## src/rtl/cordic_pkg.sv

```systemverilog
// Shared Q2.14 phase constants, types and helpers for the CORDIC phase source.
// Optional chirp support is selected with CORDIC_PHASE_CHIRP_EN (see cordic_phase_gen).
package cordic_pkg;

    typedef logic signed [31:0] phase_t;

    localparam phase_t PI_Q14      = 32'sh0000C90F;
    localparam phase_t TWO_PI_Q14  = 32'sh0001921F;
    localparam phase_t HALF_PI_Q14 = 32'sh00006488;

    typedef enum logic [1:0] {
        IDLE,
        EMIT,
        WAIT,
        DONE
    } phase_state_t;

    // A single correction is enough because every caller keeps |x| <= 3*PI.
    function automatic phase_t wrap_phase(input phase_t x);
        if (x > PI_Q14)
            return x - TWO_PI_Q14;
        else if (x < -PI_Q14)
            return x + TWO_PI_Q14;
        else
            return x;
    endfunction

    function automatic phase_t clamp_step(input phase_t s);
        if (s > PI_Q14)
            return PI_Q14;
        else if (s < -PI_Q14)
            return -PI_Q14;
        else
            return s;
    endfunction

    function automatic logic step_out_of_range(input phase_t s);
        return (s > PI_Q14) || (s < -PI_Q14);
    endfunction

endpackage

```

## src/rtl/cordic_phase_gen_if.sv

```systemverilog
// Control/configuration and sample bus between a burst requester and cordic_phase_gen.
// phase_step_delta exists only when CORDIC_PHASE_CHIRP_EN is defined.
interface cordic_phase_gen_if #(
    parameter int PHASE_W = 32,
    parameter int CNT_W   = 16,
    parameter int DIV_W   = 8
);
    logic                      start;
    logic                      stop;
    logic signed [PHASE_W-1:0] phase_init;
    logic signed [PHASE_W-1:0] phase_step;
`ifdef CORDIC_PHASE_CHIRP_EN
    logic signed [PHASE_W-1:0] phase_step_delta;
`endif
    logic        [CNT_W-1:0]   num_samples;
    logic        [DIV_W-1:0]   rate_div;
    logic                      valid_out;
    logic signed [PHASE_W-1:0] theta_out;
    logic                      busy;
    logic                      done;
    logic                      step_clamped;

`ifdef CORDIC_PHASE_CHIRP_EN
    modport master (
        output start, stop, phase_init, phase_step, phase_step_delta, num_samples, rate_div,
        input  valid_out, theta_out, busy, done, step_clamped
    );
    modport slave (
        input  start, stop, phase_init, phase_step, phase_step_delta, num_samples, rate_div,
        output valid_out, theta_out, busy, done, step_clamped
    );
`else
    modport master (
        output start, stop, phase_init, phase_step, num_samples, rate_div,
        input  valid_out, theta_out, busy, done, step_clamped
    );
    modport slave (
        input  start, stop, phase_init, phase_step, num_samples, rate_div,
        output valid_out, theta_out, busy, done, step_clamped
    );
`endif

endinterface

```

## src/rtl/cordic_phase_gen.sv

```systemverilog
// Burst phase generator feeding the CORDIC pipeline: wrapped phase accumulation, paced by rate_div.
// Define CORDIC_PHASE_CHIRP_EN to add a per-sample step increment (linear chirp).
module cordic_phase_gen
    import cordic_pkg::*;
#(
    parameter int PHASE_W = 32,
    parameter int CNT_W   = 16,
    parameter int DIV_W   = 8
) (
    input  logic              clk,
    input  logic              reset,
    cordic_phase_gen_if.slave bus
);

    phase_state_t     state;
    phase_t           acc;
    phase_t           step;
    logic [DIV_W-1:0] div;
    logic [DIV_W-1:0] divcnt;
    logic [CNT_W-1:0] n;
    logic [CNT_W-1:0] cnt;

    phase_t init_wrapped;
    phase_t step_sat;
    logic   step_over;
    phase_t acc_next;

    assign init_wrapped = wrap_phase(bus.phase_init);
    assign step_sat     = clamp_step(bus.phase_step);
    assign step_over    = step_out_of_range(bus.phase_step);
    assign acc_next     = wrap_phase(acc + step);

`ifdef CORDIC_PHASE_CHIRP_EN
    phase_t step_delta;
    phase_t step_sum;
    phase_t step_chirp;
    logic   chirp_over;

    assign step_sum   = step + step_delta;
    assign step_chirp = clamp_step(step_sum);
    assign chirp_over = step_out_of_range(step_sum);
`endif

    // Outputs are loaded on the transition into the state that presents them, so they stay registered.
    always_ff @(posedge clk) begin
        if (!reset) begin
            state            <= IDLE;
            acc              <= '0;
            step             <= '0;
            div              <= '0;
            divcnt           <= '0;
            n                <= '0;
            cnt              <= '0;
            bus.valid_out    <= 1'b0;
            bus.theta_out    <= '0;
            bus.busy         <= 1'b0;
            bus.done         <= 1'b0;
            bus.step_clamped <= 1'b0;
`ifdef CORDIC_PHASE_CHIRP_EN
            step_delta       <= '0;
`endif
        end else begin
            bus.valid_out <= 1'b0;
            bus.done      <= 1'b0;
            case (state)
                IDLE: begin
                    if (bus.start && !bus.stop) begin
                        acc              <= init_wrapped;
                        step             <= step_sat;
                        div              <= bus.rate_div;
                        divcnt           <= '0;
                        n                <= bus.num_samples;
                        cnt              <= '0;
                        bus.step_clamped <= step_over;
                        bus.busy         <= 1'b1;
`ifdef CORDIC_PHASE_CHIRP_EN
                        step_delta       <= bus.phase_step_delta;
`endif
                        if (bus.num_samples != '0) begin
                            state         <= EMIT;
                            bus.valid_out <= 1'b1;
                            bus.theta_out <= init_wrapped;
                        end else begin
                            state    <= DONE;
                            bus.done <= 1'b1;
                        end
                    end
                end
                EMIT: begin
                    acc <= acc_next;
                    cnt <= cnt + CNT_W'(1);
`ifdef CORDIC_PHASE_CHIRP_EN
                    step <= step_chirp;
                    if (chirp_over)
                        bus.step_clamped <= 1'b1;
`endif
                    if (bus.stop) begin
                        state    <= IDLE;
                        bus.busy <= 1'b0;
                    end else if (cnt == n - CNT_W'(1)) begin
                        state    <= DONE;
                        bus.done <= 1'b1;
                    end else if (div == '0) begin
                        state         <= EMIT;
                        bus.valid_out <= 1'b1;
                        bus.theta_out <= acc_next;
                    end else begin
                        state  <= WAIT;
                        divcnt <= div;
                    end
                end
                WAIT: begin
                    if (bus.stop) begin
                        state    <= IDLE;
                        bus.busy <= 1'b0;
                    end else if (divcnt == DIV_W'(1)) begin
                        state         <= EMIT;
                        bus.valid_out <= 1'b1;
                        bus.theta_out <= acc;
                    end else begin
                        divcnt <= divcnt - DIV_W'(1);
                    end
                end
                DONE: begin
                    state    <= IDLE;
                    bus.busy <= 1'b0;
                end
                default: begin
                    state    <= IDLE;
                    bus.busy <= 1'b0;
                end
            endcase
        end
    end

endmodule

```

## src/flat_wrapper.sv

```systemverilog
// flat-port wrapper written by rule: the top's interface ports become plain ports
module cordic_phase_gen_flat import cordic_pkg::*;
#(
    parameter int PHASE_W = 32,
    parameter int CNT_W   = 16,
    parameter int DIV_W   = 8
)
  (clk, reset, bus_start, bus_stop, bus_phase_init, bus_phase_step, bus_num_samples, bus_rate_div, bus_valid_out, bus_theta_out, bus_busy, bus_done, bus_step_clamped);
  cordic_phase_gen_if #(.PHASE_W(PHASE_W), .CNT_W(CNT_W), .DIV_W(DIV_W)) bus_i ();
  input  logic clk;
  input  logic reset;
  input wire logic [$bits(bus_i.start)-1:0] bus_start;
  input wire logic [$bits(bus_i.stop)-1:0] bus_stop;
  input wire logic [$bits(bus_i.phase_init)-1:0] bus_phase_init;
  input wire logic [$bits(bus_i.phase_step)-1:0] bus_phase_step;
  input wire logic [$bits(bus_i.num_samples)-1:0] bus_num_samples;
  input wire logic [$bits(bus_i.rate_div)-1:0] bus_rate_div;
  output wire logic [$bits(bus_i.valid_out)-1:0] bus_valid_out;
  output wire logic [$bits(bus_i.theta_out)-1:0] bus_theta_out;
  output wire logic [$bits(bus_i.busy)-1:0] bus_busy;
  output wire logic [$bits(bus_i.done)-1:0] bus_done;
  output wire logic [$bits(bus_i.step_clamped)-1:0] bus_step_clamped;
  assign bus_i.start = bus_start;
  assign bus_i.stop = bus_stop;
  assign bus_i.phase_init = bus_phase_init;
  assign bus_i.phase_step = bus_phase_step;
  assign bus_i.num_samples = bus_num_samples;
  assign bus_i.rate_div = bus_rate_div;
  assign bus_valid_out = bus_i.valid_out;
  assign bus_theta_out = bus_i.theta_out;
  assign bus_busy = bus_i.busy;
  assign bus_done = bus_i.done;
  assign bus_step_clamped = bus_i.step_clamped;
  cordic_phase_gen #(.PHASE_W(PHASE_W), .CNT_W(CNT_W), .DIV_W(DIV_W)) u_core (.clk(clk), .reset(reset), .bus(bus_i));
endmodule
```

## config.mk

```make
export PLATFORM = sky130hd
export DESIGN_NAME = cordic_phase_gen_flat
export DESIGN_NICKNAME = d
export VERILOG_FILES = /design/src/rtl/cordic_pkg.sv /design/src/rtl/cordic_phase_gen_if.sv /design/src/rtl/cordic_phase_gen.sv /design/src/flat_wrapper.sv
export SDC_FILE = /design/constraint.sdc
export NUM_CORES = 1
export LEC_CHECK = 0
export BUFFER_PORTS_ARGS = -buffer_cell sky130_fd_sc_hd__buf_2
export CELL_PAD_IN_SITES_DETAIL_PLACEMENT = 0
export CELL_PAD_IN_SITES_GLOBAL_PLACEMENT = 1
export CORE_ASPECT_RATIO = 0.9
export CORE_MARGIN = 2
export CORE_UTILIZATION = 40
export CTS_CLUSTER_SIZE = 25
export DETAILED_ROUTE_END_ITERATION = 10
export PLACE_DENSITY_LB_ADDON = 0.1
export SLEW_MARGIN = 5
export SYNTH_ARGS = -nofsm -noshare
export SYNTH_HDL_FRONTEND = slang
export SYNTH_SLANG_ARGS = --single-unit
```

## constraint.sdc

```tcl
create_clock -name clk -period 3.9 [get_ports clk]
set_clock_uncertainty 0.05 [all_clocks]
set_input_delay 0.39 -clock clk [delete_from_list [all_inputs] [get_ports clk]]
set_output_delay 0.39 -clock clk [all_outputs]
set_load 0.02 [all_outputs]
```

# Word level (Yosys, flattened, before mapping)
# Cells that the tools add are included.
dict set report totals {
  ff_bits 150
  out_inout_bits 36
  inputBits 92
}
dict set report op_classes {
  magnitude_cmp 6
  muxes 49
  add_sub_neg 8
  n_reduce_logical 15
  n_eq_ne 16
}
# operator count
set ops {}
lappend ops {{$mux W32} 14}
lappend ops {{$gt A32 B17 Y1 const B} 3}
lappend ops {{$lt A32 B17 Y1 const B} 3}
lappend ops {{$pmux W32 S3} 1}
lappend ops {{$add A32 B18 Y32 const B} 2}
lappend ops {{$pmux W32 S2} 1}
lappend ops {{$sub A32 B18 Y32 const B} 2}
lappend ops {{$mux W8} 6}
lappend ops {{$add A32 B32 Y32} 1}
lappend ops {{$pmux W16 S2} 1}
lappend ops {{$pmux W8 S3} 1}
lappend ops {{$add A16 B1 Y16 const B} 1}
lappend ops {{$eq A16 B16 Y1} 1}
lappend ops {{$mux W16} 1}
lappend ops {{$reduce_bool A16 Y1} 1}
lappend ops {{$sub A16 B1 Y16 const B} 1}
lappend ops {{$mux W2} 7}
lappend ops {{$mux W1} 13}
lappend ops {{$ne A2 B1 Y1 const B} 5}
lappend ops {{$ne A2 B2 Y1 const B} 5}
lappend ops {{$eq A8 B1 Y1 const B} 1}
lappend ops {{$logic_not A8 Y1} 1}
lappend ops {{$pmux W2 S4} 1}
lappend ops {{$reduce_and A2 Y1} 4}
lappend ops {{15 further kinds} 17}

# Longest topological paths before layout
# Gate-level depths: netlist (run 1).
dict set report depth {
  depth_word 8
  depth_mapped 16
}

# Least setup slack after synthesis (run 1)
# Ideal clock, no wire load.
dict set report synth_timing {
  path_type {register to register}
  startpoint {reg u_core.step[0]}
  endpoint {reg u_core.bus.theta_out[5]}
  required_ps 3735
  path_slack_ps -336
  stages_incl_launch_ff 16
  period_less_slack_ps 4236
  n_path_buf 1
  arrival_ps 4072
  cell_sequence {dfxtp_1 ha_1 fa_1 a21o_1 a221o_2 a22oi_2 o211ai_1 xnor2_1 or3_1 or4_4 o31ai_4 buf_6 o22ai_1 xnor2_1 o21a_1 a2111oi_0}
}
dict set report synth_between {
  elab_chain_len 8
}
# item line
set synth_lines {}
lappend synth_lines {{from (decl)} cordic_phase_gen.sv:17} ;# phase_t step;
lappend synth_lines {{from (signal assigned)} cordic_phase_gen.sv:69} ;# step <= step_sat;
lappend synth_lines {{$add A32 B32 Y32 *} cordic_phase_gen.sv:31} ;# assign acc_next = wrap_phase(acc + step);
lappend synth_lines {{$add A32 B18 Y32 / $lt A32 B17 Y1 (equally long branches)} {cordic_pkg.sv:23, cordic_pkg.sv:22}}
lappend synth_lines {{$mux W32} cordic_pkg.sv:22} ;# else if (x < -PI_Q14)
lappend synth_lines {{$mux W32 *} cordic_pkg.sv:20} ;# if (x > PI_Q14)
lappend synth_lines {{$mux W32 *} cordic_phase_gen.sv:103} ;# end else if (div == '0) begin
lappend synth_lines {{$mux W32 *} cordic_phase_gen.sv:100} ;# end else if (cnt == n - CNT_W'(1)) begin
lappend synth_lines {{$mux W32 *} cordic_phase_gen.sv:97} ;# if (bus.stop) begin
lappend synth_lines {{$pmux W32 S3 *} cordic_phase_gen.sv:65} ;# case (state)
lappend synth_lines {{to (signal assigned)} cordic_phase_gen.sv:82} ;# bus.theta_out <= init_wrapped;
lappend synth_lines {{to (signal assigned)} cordic_phase_gen.sv:106} ;# bus.theta_out <= acc_next;
lappend synth_lines {{to (decl)} cordic_phase_gen_if.sv:39} ;# output valid_out, theta_out, busy, done, step_clamped
# Every way passes the cells marked *; elsewhere a longest branch is shown, timed or not. The select of a mux whose other input is x is not followed.
# A chain may end at the register's enable or synchronous reset.

# Worst setup path after layout (run 1)
dict set report layout_timing {
  startpoint {reg u_core.step[0]}
  endpoint {reg u_core.bus.theta_out[10]}
}
# The elaborated chain is that of the path after synthesis.

==> flow_summary.yaml, run 1 <==
run_status:
  status: "finished with violations"
  failed_checks: "negative setup slack"
global_route:
  grt_max_degree: 75
  grt_overflow_total: 0
  grtUsageTotal_pct: 30.7
  antenna_found_initial: 1
  grt_pass1_wl_um: 75900
  grt_pass1_vias: 13300
timing:
  min_period_ns: 4.44
  tightest_slew_ns: 0.960
  relSlewSlack_pct: 35.7
  finalSetupTns_ns: -25.27
  final-max-slew-violation-count: 0
  worst_slack_ns: -0.544
  fin_crit_sh_pct: 114
  final-setup-viol-count: 64
  hold_viol: 0
  rsz0062_at_grt: "true"
  fmax_mhz: 225
  timing.hold.ws_ns: 0.139
floorplan:
  die_area_mm2: 0.0317
  fp.dieH_um: 169
  initial_utilization_pct: 40.6
  placementRows: 60
  design.core.area_mm2: 0.0298
  ios: 128
  die_width_um: 187
synth:
  synth.largest_area_cell: "dfxtp_1"
  synth.most_common_cell: "nor2_1"
  synth_seq_cells: 150
  syn_nets: 1807
  synthArstFlopShare_pct: 0
  syn_inst: 1670
  synthFlopType: "dfxtp_1"
  synthTopCellsByArea: "dfxtp_1 25%, a21oi_1 7.1%, nor2_1 6.1%"
  syn-cell-area_mm2: 0.0121
  synth.distinct_cells: 93
  synth_edf_count: 0
  syn_area_per_cell_um2: 7.24
  yosysWarnings: 0
  seq_area_frac_synth_pct: 24.8
  synthTopCellsByCount: "198 x nor2_1, 172 x a21oi_1, 165 x nand2_1"
  synth_top_cell_area_share_pct: 24.8
pwr:
  internal-power_w: 0.00616
  switchingPower_w: 0.00510
  combPwrFrac_pct: 64.8
  p_leak_nw: 6.95
  seqPwrFrac_pct: 19.2
  swShare_pct: 45.3
  total_power_w: 0.0113
  clockPowerShare_pct: 16.0
  peakVddDrop_v: 0.000444
  power_density_mw_per_mm2: 670
placement:
  globalplace.congestion: 0.989
  dp_hpwl_um: 38500
  dp_slack_ns: -0.612
  port_buffers: 127
cells_and_area:
  syn2layout_area_growth_pct: 38.8
  n_antenna_cell: 0
  drive_gt1_share_pct: 31.3
  fillers: 2924
  nNetsFinal: 2173
  final_util_pct: 56.3
detailed_routing:
  drc: 0
  drtAntennaViolNets: 0
  dr.pass1.iters: 5
  routedWlPerCell_um: 20.4
  initialDrtViolationCount: 1106
  drt-vias-per-instance: 5.88
  totalWireLength_um: 50000
  via_count: 14400
clock_network:
  cts-root-buf: "clkbuf_16"
  numCtsBuffers: 17
  cts.sinks: 150
  cts_hold_buf: 0
  clock_latency_ns: 0.44
  cts_tree: "yes"
  clkTransAtPathRegs_ns: 0.07
  cts_buffer_depth: 2
  ctsHtreeMaxLevel: 4
worst_setup_path:
  critPathSlowestCell: "or3b_4"
  r2r_start: "u_core.step[0]"
  cp-startpoint: "u_core.step[0]"
  crit_path_max_incr_delay_ns: 0.41
  path_common_cell: "buf_4"
  worstPathCellList: "ha_4, fa_2, a21o_1, buf_4, a221oi_4, buf_4, nor2_2, o211ai_1, buf_4, a21oi_4, a221o_1, or3b_4, o41ai_4, buf_6, buf_6, buf_12, o22ai_2, xnor2_1, buf_4, a221oi_2, a2111oi_2"
  crit_required_ns: 4.16
  cp-start-kind: "flip-flop"
  arrival_ns: 4.70
  endpoint_kind: "flip-flop"
  ff2ff_setup_slack_ns: -0.54
  crit_fanout: 7
  worst-setup-path-type: "reg -> reg"
worst_hold_path:
  holdCritPathClass: "in -> reg"
  hold_start: "bus_rate_div[1]"
run:
  cap_violations: 0
## cells by family after synthesis
family,Yosys count,share of synthesized area (%)
AOI/OAI and AO/OA,523,29.2
xor gates and xnor gates,123,8.90
adders and majority gates,45,4.72
buffers and inverters,153,5.08
DFF,150,24.8
muxes,3,0.259
and+or+nand+nor,673,27.0
## layout by cell type (no fill, tap or decap), types with 40 or more instances in the layout
cell,count
nand2_1,164
buf_2,127
buf_4,316
a21oi_1,157
nor3_1,79
nor2_1,192
o21ai_0,59
xor2_1,53
dfxtp_1,141
xnor2_1,54
ha_1,40
## power groups by stage
stage	registers [W]	logic (W)	clock network (W)
after global placement	0.00217	0.00626	0
after CTS	0.00215	0.00683	0.00183
final	0.00216	0.00729	0.00180
after detailed placement	0.00217	0.00628	0
after floorplan	0.00217	0.00360	0
after global routing	0.00217	0.00781	0.00189
## worst paths after layout
check / endpoint / depth (start not counted)
max reg2reg: u_core.bus.theta_out[10] / 21
min: u_core.div[1] / 3
min reg2reg: u_core.n[15] / 2
max: u_core.bus.theta_out[10] / 21
## registers in the layout, indices dropped and copies added (netlist names)
signal / count
u_core.acc: 32
u_core.bus.busy: 1
u_core.bus.done: 1
u_core.bus.step_clamped: 1
u_core.bus.theta_out: 32
u_core.bus.valid_out: 1
u_core.cnt: 16
u_core.div: 8
u_core.divcnt: 8
u_core.n: 16
u_core.state: 2
u_core.step: 32
## worst max-delay path: cells and delay by family, from the launching register on
family                   cells  cell delay, ns
adder cells (fa/ha/maj)      2            0.50
XOR/XNOR                     1            0.12
AO/OA/AOI/OAI                9            1.83
flip-flops                   1            0.35
buffers and inverters        7            1.01
AND/OR/NAND/NOR              2            0.45
## layout make-up
| type | instances | area [µm²] | share of cell area, % |
|---|---|---|---|
| multi-input cells | 1367 | 9240 | 55.0 |
| repair buffers | 461 | 3250 | 19.4 |
| inverters | 39 | 148 | 0.879 |
| flip-flops and latches | 150 | 3020 | 18.0 |
| well taps | 403 | 504 | 3.00 |
| clock buffers | 19 | 453 | 2.70 |
| clock inverters | 13 | 183 | 1.09 |
## per-layer routing
metal	track usage, %	vias up	wire, µm
li1	-	6947	-
met1	42.6	6871	23100
met2	48.1	546	21700
met3	5.33	57	3770
met4	10.6	0	1410
met5	0	-	0
## repair_timing
action,in CTS,in global routing
gates resized for setup,78,58
setup endpoints to repair,64,64
pin swaps,60,40
buffers inserted,24,13
hold endpoints to repair,0,0
## per-stage QoR
| step | instance area (µm²) | instances |
|---|---|---|
| floorplan | 12200 | 1670 |
| global placement | 15200 | 2386 |
| detailed placement | 15200 | 2386 |
| CTS | 16400 | 2440 |
| global route | 16800 | 2452 |
| finish | 16800 | 2452 |
Power figures use the tool's default switching activity.
==> run 2: changes to the inputs <==
--- a/config.mk
+++ b/config.mk
@@ -6,15 +6,13 @@
 export NUM_CORES = 1
 export LEC_CHECK = 0
 export BUFFER_PORTS_ARGS = -buffer_cell sky130_fd_sc_hd__buf_2
-export CELL_PAD_IN_SITES_DETAIL_PLACEMENT = 0
-export CELL_PAD_IN_SITES_GLOBAL_PLACEMENT = 1
 export CORE_ASPECT_RATIO = 0.9
 export CORE_MARGIN = 2
-export CORE_UTILIZATION = 40
+export CORE_UTILIZATION = 55
 export CTS_CLUSTER_SIZE = 25
 export DETAILED_ROUTE_END_ITERATION = 10
-export PLACE_DENSITY_LB_ADDON = 0.1
-export SLEW_MARGIN = 5
+export PLACE_DENSITY = 0.78
+export SLEW_MARGIN = 30
 export SYNTH_ARGS = -nofsm -noshare
 export SYNTH_HDL_FRONTEND = slang
 export SYNTH_SLANG_ARGS = --single-unit
==> flow_summary.yaml, run 2 (same netlist as run 1, synthesis figures left out) <==
detailed_routing:
  drt-vias-per-instance: 6.52
  routedWlPerCell_um: 21.1
  top_layer: "met4"
  wl_met1_um: 20100
  via_count: 15100
  initialDrtViolationCount: 1719
  drc: 0
  route.met2.wl_um: 21200
  totalWireLength_um: 49000
  drtAntennaViolNets: 0
  met3WireLength_um: 5800
  dr.pass1.iters: 6
pwr:
  peakVddDrop_v: 0.000407
  p_leak_nw: 6.92
  power_density_mw_per_mm2: 710
worst_setup_path:
  worstRegToRegCells: 18
  endpoint_kind: "flip-flop"
  r2r_start: "u_core.acc[0]"
  crit_required_ns: 4.16
  ff2ff_setup_slack_ns: -0.50
  crit_fanout: 5
  arrival_ns: 4.66
  worst-setup-path-type: "reg -> reg"
  rr_endpoint: "u_core.bus.theta_out[16]"
  cp-start-kind: "flip-flop"
  cp-startpoint: "u_core.acc[0]"
global_route:
  grt_pass1_wl_um: 73200
  antenna_found_initial: 0
  grt_pass1_vias: 13800
  grt_overflow_total: 0
  grt_max_degree: 73
  grtUsageTotal_pct: 39.7
placement:
  dp.cells: 2247
  globalplace.congestion: 1.00
  port_buffers: 127
  dp_hpwl_um: 34400
  dpl-instance-area_mm2: 0.0149
  dp_slack_ns: -0.538
timing:
  relSlewSlack_pct: 38.2
  rsz0062_at_grt: "true"
  timing.hold.ws_ns: 0.152
  worst_slack_ns: -0.504
  fmax_mhz: 227
  hold_viol: 0
  fin_crit_sh_pct: 113
  final-setup-viol-count: 64
  final-max-slew-violation-count: 0
  min_period_ns: 4.40
  tightest_slew_ns: 0.924
floorplan:
  placementRows: 51
  die_width_um: 160
  fp.dieH_um: 145
  initial_utilization_pct: 55.9
  ios: 128
  design.core.area_mm2: 0.0216
  die_area_mm2: 0.0232
worst_hold_path:
  hold_start: "bus_num_samples[12]"
  hold_end: "u_core.n[12]"
  hold_depth: 3
  holdCritPathClass: "in -> reg"
cells_and_area:
  syn2layout_area_growth_pct: 39.2
  reg_top3: "u_core.acc x32, u_core.bus.theta_out x32, u_core.step x32"
  n_antenna_cell: 0
  final_common_cell: "buf_4"
  final_cell_mix: "297 x buf_4, 195 x nor2_1, 160 x nand2_1"
  final_area_mm2: 0.0168
  nNetsFinal: 2155
  finalNonFillerCells: 2322
  drive_gt1_share_pct: 32.2
clock_network:
  cts.sinks: 150
  cts-root-buf: "clkbuf_16"
  clock_latency_ns: 0.44
  cts_buffer_depth: 2
  cts_tree: "yes"
  ctsHtreeMaxLevel: 4
  cts_hold_buf: 0
  clkTransAtPathRegs_ns: 0.07
  numCtsBuffers: 17
run:
  cap_violations: 0
run_status:
  failed_checks: "negative setup slack"
  status: "finished with violations"
-- run 2: cell count changes in the layout (fill, tap and decap cells not counted), sizes merged --
| cell | previous run | this run |
|---|---|---|
| buf | 461 | 443 |
| inv | 45 | 41 |
| bufinv | 3 | 6 |
| clkinv | 2 | 4 |
| clkinvlp | 2 | 1 |
-- run 2: area by class of cell --
type,instances,area (µm²)
Fill cell,1535,4790
Multi-Input combinational cell,1367,9500
Inverter,39,148
Clock inverter,13,243
Sequential cell,150,3010
Tap cell,291,364
Clock buffer,19,453
Timing Repair Buffer,443,3130
-- run 2: per-stage QoR --
step | setup TNS, ns | util (%) | power (W)
6_report | -21.85 | 77.9 | 0.0120
3_5_place_dp | -18.90 | 68.7 | 0.00818
5_1_grt | -29.73 | 77.9 | 0.0124
3_3_place_gp | -15.11 | 68.7 | 0.00810
2_1_floorplan | -2.79 | - | 0.00577
4_1_cts | -16.49 | 74.8 | 0.0109
-- run 2: report_power, final --
| group | switching, W | leakage [nW] | internal, W |
|---|---|---|---|
| clock network | 0.000727 | 0.336 | 0.00125 |
| registers | 0.000335 | 1.23 | 0.00183 |
| logic | 0.00437 | 5.36 | 0.00344 |
| total | 0.00544 | 6.92 | 0.00652 |
-- run 2: critical path: stages, from the launching register on --
cell and delay [ns]:
dfxtp_2 0.34, ha_4 0.16, fa_2 0.34, a21o_1 0.18
a221o_2 0.44, buf_4 0.15, nand2b_2 0.09, a211oi_2 0.07
a211o_1 0.26, or3_4 0.34, or4_4 0.55, o31ai_4 0.24
buf_12 0.17, buf_4 0.11, buf_6 0.13, o32ai_4 0.09
xor2_2 0.18, a221oi_1 0.32, nor4_1 0.07
-- run 2: worst max path at each step --
stage / end
finish: u_core.bus.theta_out[16]
global route: u_core.bus.theta_out[16]
CTS: u_core.bus.theta_out[6]
detailed placement: u_core.bus.theta_out[6]
global placement: u_core.bus.theta_out[6]
floorplan: u_core.acc[27]
-- run 2: metal layers --
layer  vias to the layer above  track usage (%)
met1                      7075             53.3
met4                         0             13.3
met3                       198             9.46
li1                       6885                -
met5                         -                0
met2                       985             62.9
-- run 2: timing repair --
action / CTS / global route
gates cloned: 1 / 1
endpoints found under the setup margin: 64 / 64
pin swaps: 48 / 57
setup buffers: 20 / 23
resized for setup: 85 / 95
==> run 3: changes to the inputs <==
--- a/config.mk
+++ b/config.mk
@@ -5,13 +5,14 @@
 export SDC_FILE = /design/constraint.sdc
 export NUM_CORES = 1
 export LEC_CHECK = 0
+export ABC_AREA = 1
 export BUFFER_PORTS_ARGS = -buffer_cell sky130_fd_sc_hd__buf_2
 export CORE_ASPECT_RATIO = 0.9
 export CORE_MARGIN = 2
-export CORE_UTILIZATION = 55
+export CORE_UTILIZATION = 56
 export CTS_CLUSTER_SIZE = 25
 export DETAILED_ROUTE_END_ITERATION = 10
-export PLACE_DENSITY = 0.78
+export PLACE_DENSITY = 0.79
 export SLEW_MARGIN = 30
 export SYNTH_ARGS = -nofsm -noshare
 export SYNTH_HDL_FRONTEND = slang
==> flow_summary.yaml, run 3 <==
clock_network:
  clock_latency_ns: 0.45
  cts_buffer_depth: 2
  post_cts_buffers: 0
  cts.sinks: 150
  cts_tree: "yes"
  cts-root-buf: "clkbuf_16"
  ctsHtreeMaxLevel: 4
  numCtsBuffers: 17
  clkTransAtPathRegs_ns: 0.08
global_route:
  grt_pass1_wl_um: 84200
  grt_overflow_total: 0
  antenna_found_initial: 2
  grt_max_degree: 93
  grt_pass1_vias: 16200
  grtUsageTotal_pct: 38.6
cells_and_area:
  finalNonFillerCells: 3073
  final_cell_mix: "859 x nand2_1, 293 x inv_1, 234 x nor2_1"
  multi_input_area_mm2: 0.0101
  final_area_mm2: 0.0164
  reg_top3: "u_core.acc x32, u_core.bus.theta_out x32, u_core.step x32"
  syn2layout_area_growth_pct: 11.3
  final_common_cell: "nand2_1"
  final_util_pct: 63.2
  regArea_mm2: 0.00300
  fillers: 2519
  drive_gt1_share_pct: 11.2
  nNetsFinal: 2848
timing:
  rsz0062_at_grt: "false"
  min_period_ns: 3.64
  final-max-slew-violation-count: 0
  hold_viol: 0
  fin_crit_sh_pct: 93.3
  tightest_slew_ns: 0.883
  final-setup-viol-count: 0
  relSlewSlack_pct: 41.1
  fmax_mhz: 275
  finalSetupTns_ns: 0
worst_hold_path:
  holdCritPathClass: "in -> reg"
  hold_start: "bus_rate_div[5]"
synth:
  seq_area_frac_synth_pct: 20.4
  syn-cell-area_mm2: 0.0147
  syn_inst: 2610
  yosysWarnings: 0
  synth.most_common_cell: "nand2_1"
  syn_nets: 2747
  synth_edf_count: 0
  synth.distinct_cells: 57
  synthTopCellsByArea: "nand2_1 22%, dfxtp_1 20%, inv_1 7.5%"
  synthTopCellsByCount: "860 x nand2_1, 293 x inv_1, 234 x nor2_1"
  syn_area_per_cell_um2: 5.64
  synth.largest_area_cell: "nand2_1"
  synth_seq_cells: 150
  synthArstFlopShare_pct: 0
  synth_top_cell_area_share_pct: 21.9
  synthFlopType: "dfxtp_1"
worst_setup_path:
  cp_top_family: "simple AND/OR/NAND/NOR gates"
  endpoint: "u_core.acc[31]"
  path_common_cell: "nand2_1"
  critPathBufInv: 0
  worstPathCellList: "ha_2, fa_2, nand2_1, nand3_1, nand3_1, nand2_2, nand2_1, nand2_2, nand2_1, nand3_1, nand2_1, nand2_1, nor3_1, nand2_1, o21ai_0, nand3_1, nand3_1, o21ai_1, nand2_1, a21oi_1"
  endpoint_kind: "flip-flop"
  cp-start-kind: "flip-flop"
  ff2ff_setup_slack_ns: 0.26
  crit_fanout: 4
  crit_path_max_incr_delay_ns: 0.40
  worst-setup-path-type: "reg -> reg"
  r2r_start: "u_core.acc[0]"
  crit_required_ns: 4.14
  arrival_ns: 3.88
  worstRegToRegCells: 20
  cp_num_cells: 20
  rr_endpoint: "u_core.acc[31]"
  cp-startpoint: "u_core.acc[0]"
  critPathSlowestCell: "fa_2"
detailed_routing:
  drtAntennaViolNets: 0
  via_count: 17700
  drt-vias-per-instance: 5.75
  totalWireLength_um: 54400
  drc: 0
  dr.pass1.iters: 6
  routedWlPerCell_um: 17.7
  initialDrtViolationCount: 1983
floorplan:
  design.core.area_mm2: 0.0259
  fp.dieH_um: 158
  ios: 128
  die_width_um: 175
  die_area_mm2: 0.0276
  initial_utilization_pct: 56.8
  placementRows: 56
placement:
  dp_hpwl_um: 43000
  dp.cells: 3040
  dpl-instance-area_mm2: 0.0158
  globalplace.congestion: 1.03
  port_buffers: 127
run_status:
  status: "finished, final reports clean"
pwr:
  power_density_mw_per_mm2: 628
  total_power_w: 0.0103
  peakVddDrop_v: 0.000392
  p_leak_nw: 8.10
run:
  cap_violations: 0
==> run 3: cell types whose count changed after synthesis, moves of 22 or more <==
cell	before	now
nand2_2	0	24
nand3_1	36	164
a21oi_1	172	201
inv_1	39	293
o21ai_0	70	151
nand2_1	165	860
nor3_1	80	40
xor2_1	55	79
a22oi_1	38	2
o22ai_1	33	11
clkbuf_1	85	63
xnor2_1	68	9
or3_1	37	0
nor2_1	198	234
==> run 3: logic make-up (layout without fill, tap and decap cells) <==
logic type                 after synthesis  in the layout  share of synthesized area (%)
xor gates and xnor gates                88             88                           5.24
DFF                                    150            150                           20.4
muxes                                    1              1                         0.0680
AOI/OAI and AO/OA                      461            461                           17.2
buffers and inverters                  416            530                           11.1
adders and majority gates               45             45                           3.88
and+or+nand+nor                       1449           1449                           42.0
other                                    0              1                              0
==> run 3: power by group <==
part / total [W] / internal [W] / switching [W] / leakage [nW]
clock network: 0.00168 / 0.000854 / 0.000827 / 0.280
registers: 0.00221 / 0.00187 / 0.000332 / 1.23
logic: 0.00640 / 0.00203 / 0.00437 / 6.59
total: 0.0103 / 0.00475 / 0.00553 / 8.10
==> run 3: timing repair <==
item | 4_1_cts | 5_1_grt
endpoints found under the setup margin | 5 | 60
resized for setup | 1 | 8
hold buffers | 0 | 0
==> run 3: per-stage QoR <==
stage / setup WS [ns] / hold slack (ns)
2_1_floorplan: 0.848 / 0.394
3_3_place_gp: 0.0844 / 0.407
3_5_place_dp: 0.00452 / 0.411
4_1_cts: 0.120 / 0.112
5_1_grt: 0.0482 / 0.116
6_report: 0.260 / 0.115
==> run 3: layer usage <==
layer	share of wire, %	vias to the layer above	global-route usage, %
li1	-	8671	-
met1	42	7985	49.4
met2	44	878	61.8
met3	9.8	149	7.59
met4	4.8	0	20.4
met5	0	-	0
==> run 3: cell type report <==
cell class / count / share of cell area [%]
clock inverters: 15 / 0.977
diodes: 1 / 0.0153
inverters: 327 / 7.51
clock buffers: 17 / 2.60
flip-flops and latches: 150 / 18.3
repair buffers: 171 / 6.12
multi-input cells: 2044 / 61.8
well taps: 348 / 2.66
==> run 3: how the worst min path moves through the flow <==
stage                              endpoint  slack [ns]  depth (start not counted)
floorplan                     u_core.div[6]        0.39                          2
global placement            u_core.step[30]        0.41                          2
detailed placement  u_core.bus.step_clamped        0.41                          2
CTS                           u_core.div[5]        0.11                          3
global route                  u_core.div[3]        0.12                          3
finish                        u_core.div[5]        0.12                          3
==> run 3: worst reg2reg max path, cell delays in order, from the launching register on <==
cell	delay (ns)
dfxtp_1	0.34
ha_2	0.24
fa_2	0.40
nand2_1	0.12
nand3_1	0.08
nand3_1	0.13
nand2_2	0.13
nand2_1	0.15
nand2_2	0.10
nand2_1	0.11
nand3_1	0.07
nand2_1	0.21
nand2_1	0.13
nor3_1	0.26
nand2_1	0.12
o21ai_0	0.39
nand3_1	0.13
nand3_1	0.14
o21ai_1	0.09
nand2_1	0.07
a21oi_1	0.05
